===== src/rtl/wb_dma_raw_reader.sv =====
// wb_dma_raw_reader: reads 32-bit words from the raw port of the DMA buffer
// RAM and emits them as a little-endian byte stream (valid/ready).
// Optional checksum over the emitted bytes: define RAW_READER_CSUM_EN.
module wb_dma_raw_reader #(
    parameter int RAWP_ADDR_WIDTH = 9,
    parameter int LEN_WIDTH       = 11
) (
    input  logic                       rawp_clk,
    input  logic                       rst_n,
    input  logic                       start_i,
    input  logic [RAWP_ADDR_WIDTH-1:0] base_adr_i,
    input  logic [LEN_WIDTH-1:0]       len_i,
    input  logic                       abort_i,
    output logic                       busy_o,
    output logic                       done_o,
    output logic [RAWP_ADDR_WIDTH-1:0] rawp_adr_o,
    input  logic [31:0]                rawp_dat_i,
    output logic                       rawp_we_o,
    input  logic                       rawp_stall_i,
    output logic [7:0]                 tx_data_o,
    output logic                       tx_valid_o,
    output logic                       tx_last_o,
    input  logic                       tx_ready_i
`ifdef RAW_READER_CSUM_EN
   ,output logic [15:0]                csum_o
`endif
);

    typedef enum logic [1:0] {S_IDLE, S_FETCH, S_SEND, S_DONE} state_t;

    state_t                     r_state;
    state_t                     w_next;
    logic [RAWP_ADDR_WIDTH-1:0] r_adr;
    logic [LEN_WIDTH-1:0]       r_rem;
    logic [1:0]                 r_idx;
    logic [31:0]                r_word;
    logic                       w_start;
    logic                       w_capture;
    logic                       w_xfer;
    logic                       w_last_rem;
    logic [7:0]                 w_byte;

    assign w_last_rem = (r_rem == LEN_WIDTH'(1));
    assign w_byte     = r_word[{r_idx, 3'b000} +: 8];
    assign rawp_adr_o = r_adr;
    assign rawp_we_o  = 1'b0;
    assign tx_data_o  = w_byte;

    // State register
    always_ff @(posedge rawp_clk or negedge rst_n) begin
        if (!rst_n) r_state <= S_IDLE;
        else        r_state <= w_next;
    end

    // Next state, handshake strobes and status outputs; abort beats a byte transfer
    always_comb begin
        w_next     = r_state;
        w_start    = 1'b0;
        w_capture  = 1'b0;
        w_xfer     = 1'b0;
        busy_o     = 1'b1;
        done_o     = 1'b0;
        tx_valid_o = 1'b0;
        tx_last_o  = 1'b0;
        case (r_state)
            S_IDLE: begin
                busy_o = 1'b0;
                if (start_i) begin
                    w_start = 1'b1;
                    w_next  = (len_i != '0) ? S_FETCH : S_DONE;
                end
            end
            S_FETCH: begin
                if (abort_i) begin
                    w_next = S_IDLE;
                end else if (!rawp_stall_i) begin
                    w_capture = 1'b1;
                    w_next    = S_SEND;
                end
            end
            S_SEND: begin
                tx_valid_o = 1'b1;
                tx_last_o  = w_last_rem;
                if (abort_i) begin
                    w_next = S_IDLE;
                end else if (tx_ready_i) begin
                    w_xfer = 1'b1;
                    if (w_last_rem)          w_next = S_DONE;
                    else if (r_idx == 2'd3)  w_next = S_FETCH;
                end
            end
            S_DONE: begin
                done_o = 1'b1;
                w_next = S_IDLE;
            end
            default: w_next = S_IDLE;
        endcase
    end

    // Word address, remaining byte count, byte index and fetched word
    always_ff @(posedge rawp_clk or negedge rst_n) begin
        if (!rst_n) begin
            r_adr  <= '0;
            r_rem  <= '0;
            r_idx  <= '0;
            r_word <= '0;
        end else begin
            if (w_start && len_i != '0) begin
                r_adr <= base_adr_i;
                r_rem <= len_i;
            end
            if (w_capture) begin
                r_word <= rawp_dat_i;
                r_idx  <= '0;
            end
            if (w_xfer) begin
                r_rem <= r_rem - LEN_WIDTH'(1);
                r_idx <= r_idx + 2'd1;
                // Advance only when more bytes follow, so the address of the
                // final word stays visible after completion.
                if (r_idx == 2'd3 && !w_last_rem)
                    r_adr <= r_adr + RAWP_ADDR_WIDTH'(1);
            end
        end
    end

`ifdef RAW_READER_CSUM_EN
    logic [15:0] r_sum;
    logic [15:0] r_csum;
    logic [15:0] w_addend;
    logic [16:0] w_acc;
    logic [15:0] w_sum_nxt;

    // Even stream positions are the high byte of a pair; the word always
    // starts at an even position, so the index LSB gives the pairing.
    always_comb begin
        w_addend  = r_idx[0] ? {8'h00, w_byte} : {w_byte, 8'h00};
        w_acc     = {1'b0, r_sum} + {1'b0, w_addend};
        w_sum_nxt = w_acc[15:0] + {15'd0, w_acc[16]};
    end

    // Ones'-complement accumulator; result published as DONE is entered
    always_ff @(posedge rawp_clk or negedge rst_n) begin
        if (!rst_n) begin
            r_sum  <= '0;
            r_csum <= '0;
        end else if (w_start) begin
            r_sum <= '0;
            if (len_i == '0) r_csum <= 16'hFFFF;
        end else if (w_xfer) begin
            r_sum <= w_sum_nxt;
            if (w_last_rem) r_csum <= ~w_sum_nxt;
        end
    end

    assign csum_o = r_csum;
`endif

endmodule


===== config.mk =====
export PLATFORM = sky130hd
export DESIGN_NAME = wb_dma_raw_reader
export DESIGN_NICKNAME = d
export VERILOG_FILES = /design/src/rtl/wb_dma_raw_reader.sv
export SDC_FILE = /design/constraint.sdc
export NUM_CORES = 1
export LEC_CHECK = 0
export CORE_ASPECT_RATIO = 1.5
export CORE_UTILIZATION = 52
export DETAILED_ROUTE_END_ITERATION = 12
export PLACE_DENSITY = 0.85
export SLEW_MARGIN = 20
export SYNTH_ARGS = -nofsm -noshare
export SYNTH_HDL_FRONTEND = slang
export SYNTH_SLANG_ARGS = --single-unit

===== constraint.sdc =====
create_clock -name rawp_clk -period 4.6 [get_ports rawp_clk]
set_clock_uncertainty 0.15 [all_clocks]
set_input_delay 0.92 -clock rawp_clk [delete_from_list [all_inputs] [get_ports rawp_clk]]
set_output_delay 0.92 -clock rawp_clk [all_outputs]
set_load 0.01 [all_outputs]

==> results.py <==
metrics = {
    "outcome": {
        "status": "complete, no violations",
    },
    "logic_synthesis": {
        "synth.most_common_cell": "dfrtp_1",
        "syn_area_sq_mm": 0.002963,
        "synth_nets": 313,
        "synthCells": 251,
        "synth_seq_cells": 56,
        "yosys-top-cells-area": "dfrtp_1, mux2_2, mux4_2, nand2_1, a221oi_1",
        "syn_avg_cell_area_sq_um": 11.80,
        "synth.top_cell.area_share": 0.4730,
        "async_reset_ff_frac": 1.000,
        "yosysUniqueCellTypes": 56,
        "ys_seq_area_frac": 0.4730,
        "synth_edf_count": 0,
        "synth_top_cell_by_area": "dfrtp_1",
        "synth_common_cells": "dfrtp_1, mux2_2, nand2_1",
        "yosys_warnings": 0,
        "ys.flop_type": "dfrtp_1",
    },
    "pwr": {
        "power_w": 0.001672,
        "sw_frac_of_total": 0.3126,
        "p_leak_nw": 1.547,
        "max-vdd-ir-drop_mv": 0.2577,
        "pwr-share-seq": 0.471,
        "internal_power_w": 0.001149,
        "clkPwrFrac": 0.166,
        "power_density_mw_per_mm2": 432.1,
        "comb_power_share": 0.363,
        "p_switching_w": 0.0005227,
    },
    "clocking": {
        "cts_sinks": 56,
        "cts_tree": "yes",
        "clock-root-buffer": "clkbuf_8",
        "cts_inserted_buffers": 5,
        "clock_latency_ps": 310,
        "cts_hold_buf": 0,
        "post_cts_buffers": 0,
        "clk_pin_slew_ps": 110,
        "ctsResizeCount": 0,
        "cts_max_path_buffers": 2,
        "h-tree-depth": 2,
    },
    "sta": {
        "worst_pin_slew_ps": 739.7,
        "setup-tns-final_ps": 0,
        "maxSlewHeadroom": 0.5069,
        "rsz0062_at_grt": "no",
        "setup_viol": 0,
        "drv_slew": 0,
        "finalHoldViolCount": 0,
        "finalCritPeriodShare": 0.7732,
        "fmax_mhz": 281.2,
        "period_minus_slack_ps": 3557,
        "setup_ws_ps": 1043,
    },
    "die": {
        "row_count": 33,
        "start_util": 0.5395,
        "dieArea_sq_mm": 0.006010,
        "core_sq_mm": 0.005492,
        "die-height_um": 94.45,
        "fp.dieW_um": 63.63,
        "pin_count": 80,
    },
    "critical_path": {
        "crit_path_max_fanout": 4,
        "cp-end-kind": "primary output",
        "start_kind": "flip-flop",
        "crit_chain": "inv_1 > ha_1 > or4b_4 > or3_4 > nor2_1 > clkdlybuf4s50_1",
        "worstSetupPathType": "flip-flop to primary output",
        "cpMaxStageDelayCell": "clkdlybuf4s50_1",
        "worstPathRequired_ps": 3530,
        "cpPeakStageDelay_ps": 540,
        "critPathArrivalTime_ps": 2490,
    },
    "finish": {
        "fin_util": 0.7047,
        "instances_no_fill": 395,
        "fillCellCount": 409,
        "area_growth_syn_to_layout_pct": 30.62,
        "drive_gt1_frac": 0.2185,
        "antennaDiodeCount": 0,
        "final_nets": 386,
    },
    "placement": {
        "gp_congestion": 0.8372,
        "dp_hpwl_mm": 4.787,
        "dpl.cell_count": 387,
        "dp_slack_ps": 1294,
        "io_buffers": 78,
    },
    "global_routing": {
        "grt_overflow": 0,
        "use_met1": 0.2908,
        "antenna_found_initial": 0,
        "grt_usage": 0.2389,
        "busiest_layer": "met2",
        "grt_pass1_vias": 2352,
        "gr-usage-met3": 0.06159,
        "grt.met2_usage": 0.4060,
        "grt_max_degree": 57,
        "grt_pass1_wl_mm": 11.14,
    },
    "routing": {
        "routed_via_density": 5.889,
        "dr.pass1.iters": 4,
        "first_iter_violations": 183,
        "antenna_left": 0,
        "routedWlPerCell_um": 16.51,
        "dr_total_vias": 2326,
        "drc": 0,
        "wl_mm": 6.523,
    },
    "hold_path": {
        "hold_class": "flip-flop to flip-flop",
    },
    "flow_run": {
        "cap_viol_max_count": 0,
    },
}
per-layer routing:
metal / wire, um / vias to the layer above
met4: 130 / 0
met1: 2592 / 1145
met5: 0 / -
met3: 406 / 10
li1: - / 1088
met2: 3393 / 83
worst max-delay path: cells and delay by family (launching register included):
family        cells  cell delay [ps]
simple gates      3              980
flops             1              400
fa+ha+maj         1              150
buf+inv           2              650
registers in the layout, indices dropped and copies added (netlist names):
signal      count
r_idx           2
r_rem          11
r_state         2
r_word         32
rawp_adr_o      9
layout by cell type (no fill, tap or decap), types with 2 or more instances in the layout:
| cell | instances |
|---|---|
| a221oi_1 | 6 |
| o211ai_1 | 6 |
| a211oi_1 | 3 |
| nor3_1 | 2 |
| a21oi_1 | 7 |
| and2_1 | 5 |
| nand3_1 | 6 |
| ha_1 | 4 |
| o21ai_0 | 7 |
| and3_1 | 3 |
| o311ai_0 | 2 |
| o22ai_1 | 6 |
| clkbuf_8 | 5 |
| buf_4 | 3 |
| dfrtp_1 | 56 |
| or3_1 | 4 |
| mux2_2 | 32 |
| a31oi_1 | 3 |
| or4_4 | 2 |
| inv_1 | 12 |
| nand4_1 | 7 |
| nor2_1 | 10 |
| mux4_2 | 8 |
| nand2_1 | 15 |
| clkdlybuf4s50_1 | 77 |
| or2_2 | 3 |
worst paths after layout:
| path | from | endpoint | slack, ps | cells after the start |
|---|---|---|---|---|
| min in group asynchronous | rst_n | rawp_adr_o[0] | 580 | 2 |
| max in group asynchronous | rst_n | r_word[6] | 3260 | 2 |
| worst max register to register | r_rem[1] | rawp_adr_o[4] | 2270 | 6 |
| worst min-delay path | r_word[23] | r_word[23] | 360 | 1 |
| worst max-delay path | r_rem[1] | tx_last_o | 1040 | 6 |
| worst min register to register | r_word[23] | r_word[23] | 360 | 1 |
power by group through the flow:
stage / sequential (W) / clock (W) / combinational, W
2_1_floorplan: 0.000755 / 0 / 0.000381
3_3_place_gp: 0.000791 / 0 / 0.000591
3_5_place_dp: 0.000801 / 0 / 0.000606
5_1_grt: 0.000818 / 0.000304 / 0.000663
4_1_cts: 0.000790 / 0.000284 / 0.000611
6_report: 0.000788 / 0.000277 / 0.000607
metrics by stage:
stage / cell area, sq um / hold slack [ps]
2_1_floorplan: 2963 / 303.5
3_3_place_gp: 3779 / 330.5
3_5_place_dp: 3779 / 340.2
4_1_cts: 3870 / 364.8
5_1_grt: 3870 / 380.1
6_report: 3870 / 360.0
cell type report:
cell class	count	area, sq um	share of cell area
multi-input combinational	168	1446	0.3737
sequential	56	1401	0.3621
timing repair buffer	81	798.3	0.2063
tap	70	87.58	0.02263
clock buffer	5	68.82	0.01778
inverter	12	45.04	0.01164
clock inverter	3	22.52	0.005820
cells by family after synthesis:
kind of cell             after synthesis  synth area share
AND/OR/NAND/NOR                       70            0.1449
buffers and inverters                 27           0.04391
multiplexers                          41            0.1858
flip-flops                            56            0.4730
other                                  1          0.001266
AO/OA/AOI/OAI                         52            0.1343
adder cells (fa/ha/maj)                4           0.01689
Power figures use the tool's default switching activity.
